### src/rtl/des_perm_pkg.sv
// DES permutation tables, transaction mode encoding and the shared permute helper.
// Bit numbering is DES style: bit 1 is the MSB of a [1:64] vector.
package des_perm_pkg;

    typedef enum logic [1:0] {
        MODE_BYP   = 2'b00,
        MODE_IP    = 2'b01,
        MODE_IPINV = 2'b10,
        MODE_RSV   = 2'b11
    } mode_e;

    // Initial permutation: out[i] = in[IP_TBL[i]]
    localparam int IP_TBL [1:64] = '{
        58, 50, 42, 34, 26, 18, 10, 2,
        60, 52, 44, 36, 28, 20, 12, 4,
        62, 54, 46, 38, 30, 22, 14, 6,
        64, 56, 48, 40, 32, 24, 16, 8,
        57, 49, 41, 33, 25, 17,  9, 1,
        59, 51, 43, 35, 27, 19, 11, 3,
        61, 53, 45, 37, 29, 21, 13, 5,
        63, 55, 47, 39, 31, 23, 15, 7
    };

    // Final (inverse) permutation: out[i] = in[IP_INV_TBL[i]]
    localparam int IP_INV_TBL [1:64] = '{
        40, 8, 48, 16, 56, 24, 64, 32,
        39, 7, 47, 15, 55, 23, 63, 31,
        38, 6, 46, 14, 54, 22, 62, 30,
        37, 5, 45, 13, 53, 21, 61, 29,
        36, 4, 44, 12, 52, 20, 60, 28,
        35, 3, 43, 11, 51, 19, 59, 27,
        34, 2, 42, 10, 50, 18, 58, 26,
        33, 1, 41,  9, 49, 17, 57, 25
    };

    // Reserved mode falls through to bypass; the error flag is raised by the caller.
    function automatic logic [1:64] permute(input logic [1:64] data, input mode_e mode);
        logic [1:64] res;
        res = data;
        for (int i = 1; i <= 64; i++) begin
            case (mode)
                MODE_IP:    res[i] = data[IP_TBL[i]];
                MODE_IPINV: res[i] = data[IP_INV_TBL[i]];
                default:    res[i] = data[i];
            endcase
        end
        return res;
    endfunction

endpackage

### src/rtl/des_perm_stage.sv
// One elastic register stage: holds a payload and a valid bit, accepts a new
// payload when empty or when its current payload leaves in the same cycle.
module des_perm_stage #(
    parameter int W = 8
) (
    input  logic         clk,
    input  logic         rst,
    input  logic         in_valid_i,
    output logic         in_ready_o,
    input  logic [W-1:0] in_data_i,
    output logic         out_valid_o,
    input  logic         out_ready_i,
    output logic [W-1:0] out_data_o
);

    logic         valid_q, valid_d;
    logic [W-1:0] data_q, data_d;

    assign in_ready_o  = !valid_q || out_ready_i;
    assign out_valid_o = valid_q;
    assign out_data_o  = data_q;

    // Next state: payload only changes on an actual load so idle inputs never disturb it
    always_comb begin
        valid_d = valid_q;
        data_d  = data_q;
        if (in_ready_o) begin
            valid_d = in_valid_i;
            if (in_valid_i) data_d = in_data_i;
        end
    end

    // Stage registers, cleared by reset so the output shows zeros
    always_ff @(posedge clk) begin
        if (rst) begin
            valid_q <= 1'b0;
            data_q  <= '0;
        end else begin
            valid_q <= valid_d;
            data_q  <= data_d;
        end
    end

endmodule

### src/rtl/des_perm_pipe.sv
// Pipelined DES IP / IP^-1 / bypass with an elastic valid/ready chain and sideband tag.
// Optional DES_PERM_STATS_EN adds stat_blocks (wrapping) and stat_stalls (saturating).
import des_perm_pkg::*;

module des_perm_pipe #(
    parameter int STAGES = 2,
    parameter int TAG_W  = 4
) (
    input  logic             clk,
    input  logic             rst,
    input  logic             in_valid,
    output logic             in_ready,
    input  logic [1:64]      in_data,
    input  logic [1:0]       in_mode,
    input  logic [TAG_W-1:0] in_tag,
    output logic             out_valid,
    input  logic             out_ready,
    output logic [1:64]      out_data,
    output logic [TAG_W-1:0] out_tag,
    output logic             out_err
`ifdef DES_PERM_STATS_EN
    ,
    output logic [31:0]      stat_blocks,
    output logic [31:0]      stat_stalls
`endif
);

    // Payload layout: {data[1:64], tag, err}
    localparam int PW = 64 + TAG_W + 1;

    logic [STAGES:0] vld_pipe;
    logic [STAGES:0] rdy_pipe;
    logic [PW-1:0]   pay_pipe [0:STAGES];
    logic [1:64]     perm;
    logic            rsv;

    assign perm        = permute(in_data, mode_e'(in_mode));
    assign rsv         = (mode_e'(in_mode) == MODE_RSV);
    assign vld_pipe[0] = in_valid;
    assign pay_pipe[0] = {perm, in_tag, rsv};
    assign in_ready    = rdy_pipe[0];

    assign rdy_pipe[STAGES] = out_ready;

    for (genvar k = 0; k < STAGES; k++) begin : g_stage
        des_perm_stage #(.W(PW)) u_stage (
            .clk         (clk),
            .rst         (rst),
            .in_valid_i  (vld_pipe[k]),
            .in_ready_o  (rdy_pipe[k]),
            .in_data_i   (pay_pipe[k]),
            .out_valid_o (vld_pipe[k+1]),
            .out_ready_i (rdy_pipe[k+1]),
            .out_data_o  (pay_pipe[k+1])
        );
    end

    assign out_valid = vld_pipe[STAGES];
    assign out_data  = pay_pipe[STAGES][PW-1 -: 64];
    assign out_tag   = pay_pipe[STAGES][TAG_W:1];
    assign out_err   = pay_pipe[STAGES][0];

`ifdef DES_PERM_STATS_EN
    logic [31:0] blocks_q, stalls_q;

    // Handshake counter wraps; stall counter sticks at all-ones
    always_ff @(posedge clk) begin
        if (rst) begin
            blocks_q <= '0;
            stalls_q <= '0;
        end else begin
            if (out_valid && out_ready) blocks_q <= blocks_q + 32'd1;
            if (out_valid && !out_ready && (stalls_q != '1)) stalls_q <= stalls_q + 32'd1;
        end
    end

    assign stat_blocks = blocks_q;
    assign stat_stalls = stalls_q;
`endif

endmodule

### config.mk
export PLATFORM = sky130hd
export DESIGN_NAME = des_perm_pipe
export DESIGN_NICKNAME = d
export VERILOG_FILES = /design/src/rtl/des_perm_pkg.sv /design/src/rtl/des_perm_stage.sv /design/src/rtl/des_perm_pipe.sv
export SDC_FILE = /design/constraint.sdc
export NUM_CORES = 1
export LEC_CHECK = 0
export ABC_AREA = 0
export CAP_MARGIN = 10
export CORE_MARGIN = 1
export CORE_UTILIZATION = 53
export DETAILED_ROUTE_END_ITERATION = 6
export GPL_ROUTABILITY_DRIVEN = 0
export MAX_ROUTING_LAYER = met4
export PLACE_DENSITY = 0.89
export SYNTH_ARGS = -nofsm -noshare
export SYNTH_HDL_FRONTEND = slang
export SYNTH_HIERARCHICAL = 1
export SYNTH_SLANG_ARGS = --single-unit
### constraint.sdc
create_clock -name clk -period 2.1 [get_ports clk]
set_input_delay 0.315 -clock clk [delete_from_list [all_inputs] [get_ports clk]]
set_output_delay 0.315 -clock clk [all_outputs]
set_load 0.005 [all_outputs]
# Yosys cells after proc, flatten, opt, wreduce, memory -nomap -nowiden
# Cells that the tools add are included.
# classes
eq_ne	3
mux	62
n_reduce_logical	7
# op_table
operator	count
$pmux 1 s2	60
$eq 2x2->1 const B	2
$reduce_and 2->1	2
$eq 2x1->1 const B	1
$logic_not 1->1	2
$logic_or 1x1->1	2
$mux 1	2
$reduce_or 2->1	1
# word_totals
ff_bits	140
inputBits	74
out_inout_bits	71
elab_cells	76

# Depth between registers and ports, before layout
# Gate-level depths: netlist of the first run.
# logic_depth
depth_word	4
depth_mapped	10
mapped_depth_nobuf	6

# Hierarchy
# The synthesis of the first run kept the hierarchy.
# by_module_without_submodules
mod	instances	cells_each	area_each_um2	seq_area_each_um2
des_perm_stage	2	319	3109.2	1401.3
des_perm_pipe	1	214	1295.0	0.0

# Least setup slack after synthesis of the first run
# Ideal clock, no wire load.
# synth_path
path_kind	input to register
from	in out_ready
to	reg g_stage[0].u_stage.data_q[45]
setup_time_ns	0.071
arrival_ns	1.627
required_ns	2.029
path_slack_ns	0.402
cell_stages	10
path_buffers	6
path_cell_list	nand2b_4 -> buf_6 -> buf_6 -> buf_2 -> nand2b_4 -> buf_6 -> buf_6 -> buf_6 -> a21bo_1 -> a21oi_2
# synth_via
elab_chain_len	3
# synth_lines
item	line	text
start: declaration	des_perm_pipe.sv:17	input logic out_ready,
$logic_or 1x1->1	des_perm_stage.sv:19	assign in_ready_o = !valid_q || out_ready_i;
via rdy_pipe[1]	des_perm_pipe.sv:32	logic [STAGES:0] rdy_pipe;
$logic_or 1x1->1	des_perm_stage.sv:19	
$reduce_and 2->1 (no source line)	-	
end signal: assignment	des_perm_stage.sv:40	data_q <= data_d;
end: declaration	des_perm_stage.sv:17	logic [W-1:0] data_q, data_d;
# The timed path passes the listed nets, and every way through them passes these cells.
# A chain may end at the register's enable or synchronous reset.

# Final worst setup path of the first run
# layout_path
from	in out_ready
to	out in_ready
# layout_via
elab_chain_len	2
# layout_lines
item	line	text
$logic_or 1x1->1	des_perm_stage.sv:19	
via rdy_pipe[1]	des_perm_pipe.sv:32	
$logic_or 1x1->1	des_perm_stage.sv:19	
end: declaration	des_perm_pipe.sv:12	output logic in_ready,
# The timed path passes the listed nets, and every way through them passes these cells.

==> qor.yml, run 1 <==
synthDistinctLibCells: 20
finalHoldViolCount: 0
io_buffers: 144
slew_headroom_pct: 60.2
ctsHoldBuffers: 0
pre_cts_ws_ns: 0.0326
drcViolationCount: 0
dr_total_vias: 6763
cts_tree: "yes"
holdWs_ns: 0.308
critPathLaunchType: "input pin"
grt_pass1_vias: 6127
avgSynthCellArea_um2: 8.82
hold_path_class: "in -> reg"
grt_pass1_wl_um: 31600
firstDrtPassIters: 5
syn_area_mm2: 0.00751
grt_setup_unrepaired: "false"
cts.sinks: 140
insertion_delay_ns: 0.42
fmax_ghz: 0.509
grt_start_max_net_pins: 140
finalCritPeriodShare_pct: 93.5
cts_buffers: 17
cts.clk_slew.worst_paths_ns: 0.05
num_rows: 43
ctsResizeCount: 0
vias_per_cell: 6.02
dieArea_mm2: 0.0147
fillers: 1063
nNetsFinal: 1007
overflow: 0
seq_area_frac_synth_pct: 37.3
path_class: "in -> out"
htree_num_levels: 4
slew_viol_final: 0
cp_max_fo: 4
power_w: 0.00709
final_layout_size_suffix_gt1_share_pct: 20.9
cts_root_buf: "clkbuf_16"
synth.net_count: 929
fin_crit_ns: 1.96
initial_core_util_pct: 54.1
syn_to_final_growth_pct: 26.7
wl_per_cell_um: 17.6
coreArea_mm2: 0.0139
die_h_um: 121
multi_input_area_mm2: 0.00407
num_antenna_cells: 0
worst_slew_pin_slew_ns: 0.597
antenna_left: 0
status: "completed"
ioPinCount: 145
routed_wl_um: 19800
cp.arrival_ns: 1.65
end_kind: "output pin"
clock_path_buffers: 2
syn_inst: 852
grt.total_usage_pct: 28.4
ys_ff_latch: 140
p_leak_nw: 3.30
ir_worst_vdd_mv: 0.618
drt_iter0_markers: 650
ff_latch_area_mm2: 0.00281
setup_slack_ns: 0.137
max_cap_viol_count: 0
die_w_um: 121
worstPathRequired_ns: 1.78
setup-tns-final_ns: 0
final-setup-viol-count: 0
yosys_warnings: 6
finClkSkew_ns: 0.00761
post_cts_buffers: 0
place_hpwl_um: 12600
p_per_area_mw_per_mm2: 745
antenna_found_initial: 0
[cell usage after synthesis (all sizes together)]
master,number,area (um2)
a21oi,140,918
dfxtp,140,2800
a21bo,138,1380
nand3,138,691
a22oi,60,450
buf,60,469
nand2,60,225
o21ai,60,300
clkbuf,45,173
inv,4,15.0
ha,3,37.5
mux2,2,22.5
nand2b,2,27.5
[power by group]
part	leakage (nW)	internal (W)	switching (W)	total (W)
sequential	1.14	0.00277	0.0000742	0.00285
clock	0.314	0.00208	0.00114	0.00322
combinational	1.85	0.000490	0.000536	0.00103
total	3.30	0.00534	0.00175	0.00709
[path summary, 6_finish.rpt]
check	from	end	slack [ns]	depth (start not counted)
hold reg to reg	g_stage[0].u_stage/out_data_o[13]$_SDFFE_PP0P_	g_stage[1].u_stage/out_data_o[13]$_SDFFE_PP0P_	0.47	2
setup reg to reg	g_stage[0].u_stage/out_valid_o$_SDFFE_PP0P_	g_stage[0].u_stage/out_data_o[65]$_SDFFE_PP0P_	0.59	4
hold / removal	rst	g_stage[1].u_stage/out_data_o[39]$_SDFFE_PP0P_	0.31	2
setup / recovery	out_ready	in_ready	0.14	4
[worst max-delay path: stages]
cell and delay, ns:
clkdlybuf4s50_1 0.47, nand2b_4 0.14, nand2b_4 0.19, clkdlybuf4s50_1 0.53
[final cells by class]
class	count	area share, %
tap	180	2.37
sequential	140	29.5
clock buffer	22	4.98
timing repair buffer	164	18.6
inverter	4	0.158
multi-input combinational	603	42.8
clock inverter	10	1.70
[per-stage QoR]
| step | utilization [%] | instances | cell area (um2) |
|---|---|---|---|
| 2_1_floorplan | - | 852 | 7510 |
| 3_3_place_gp | 64.0 | 1091 | 8880 |
| 3_5_place_dp | 64.0 | 1091 | 8880 |
| 4_1_cts | 68.6 | 1123 | 9520 |
| 5_1_grt | 68.6 | 1123 | 9520 |
| 6_report | 68.6 | 1123 | 9520 |
[registers in the layout, indices dropped and copies added (netlist names)]
register                     count
g_stage.u_stage/out_data_o     138
g_stage.u_stage/out_valid_o      2
[metal layers]
metal	share of wire, %	GRT usage [%]	vias up
met1	44	37.1	3200
met3	6.7	5.64	41
met5	0	-	-
met2	46	42.5	285
li1	-	-	3237
met4	3.0	12.3	0
[cells by family after synthesis]
kind of cell	after synthesis	share of synthesized area, %
AO/OA/AOI/OAI	398	40.6
AND/OR/NAND/NOR	200	12.6
buffers and inverters	109	8.74
adder cells (fa/ha/maj)	3	0.500
flip-flops	140	37.3
multiplexers	2	0.300
[placed cells by master (no fill, tap or decap), types with 3 or more instances in the layout]
cell	n
a21bo_2	80
dfxtp_1	139
buf_12	14
clkinv_2	3
o21ai_0	41
clkbuf_16	17
buf_4	7
inv_1	4
nand2_1	60
a21oi_1	82
bufinv_16	4
clkdlybuf4s50_1	142
a21oi_2	58
a22oi_1	60
nand3_1	138
o21ai_1	19
a21bo_1	58
clkbuf_8	3
Note: power is estimated with default switching activity, not from simulation.
==> run 2, diff against run 1 <==
--- a/config.mk
+++ b/config.mk
@@ -11,6 +11,7 @@
 export CORE_UTILIZATION = 53
 export DETAILED_ROUTE_END_ITERATION = 6
 export GPL_ROUTABILITY_DRIVEN = 0
+export HOLD_SLACK_MARGIN = 0.12
 export MAX_ROUTING_LAYER = met4
 export PLACE_DENSITY = 0.89
 export SYNTH_ARGS = -nofsm -noshare
==> results of run 2 <==
The final DEF is identical to that of run 1; final timing and power are the same.
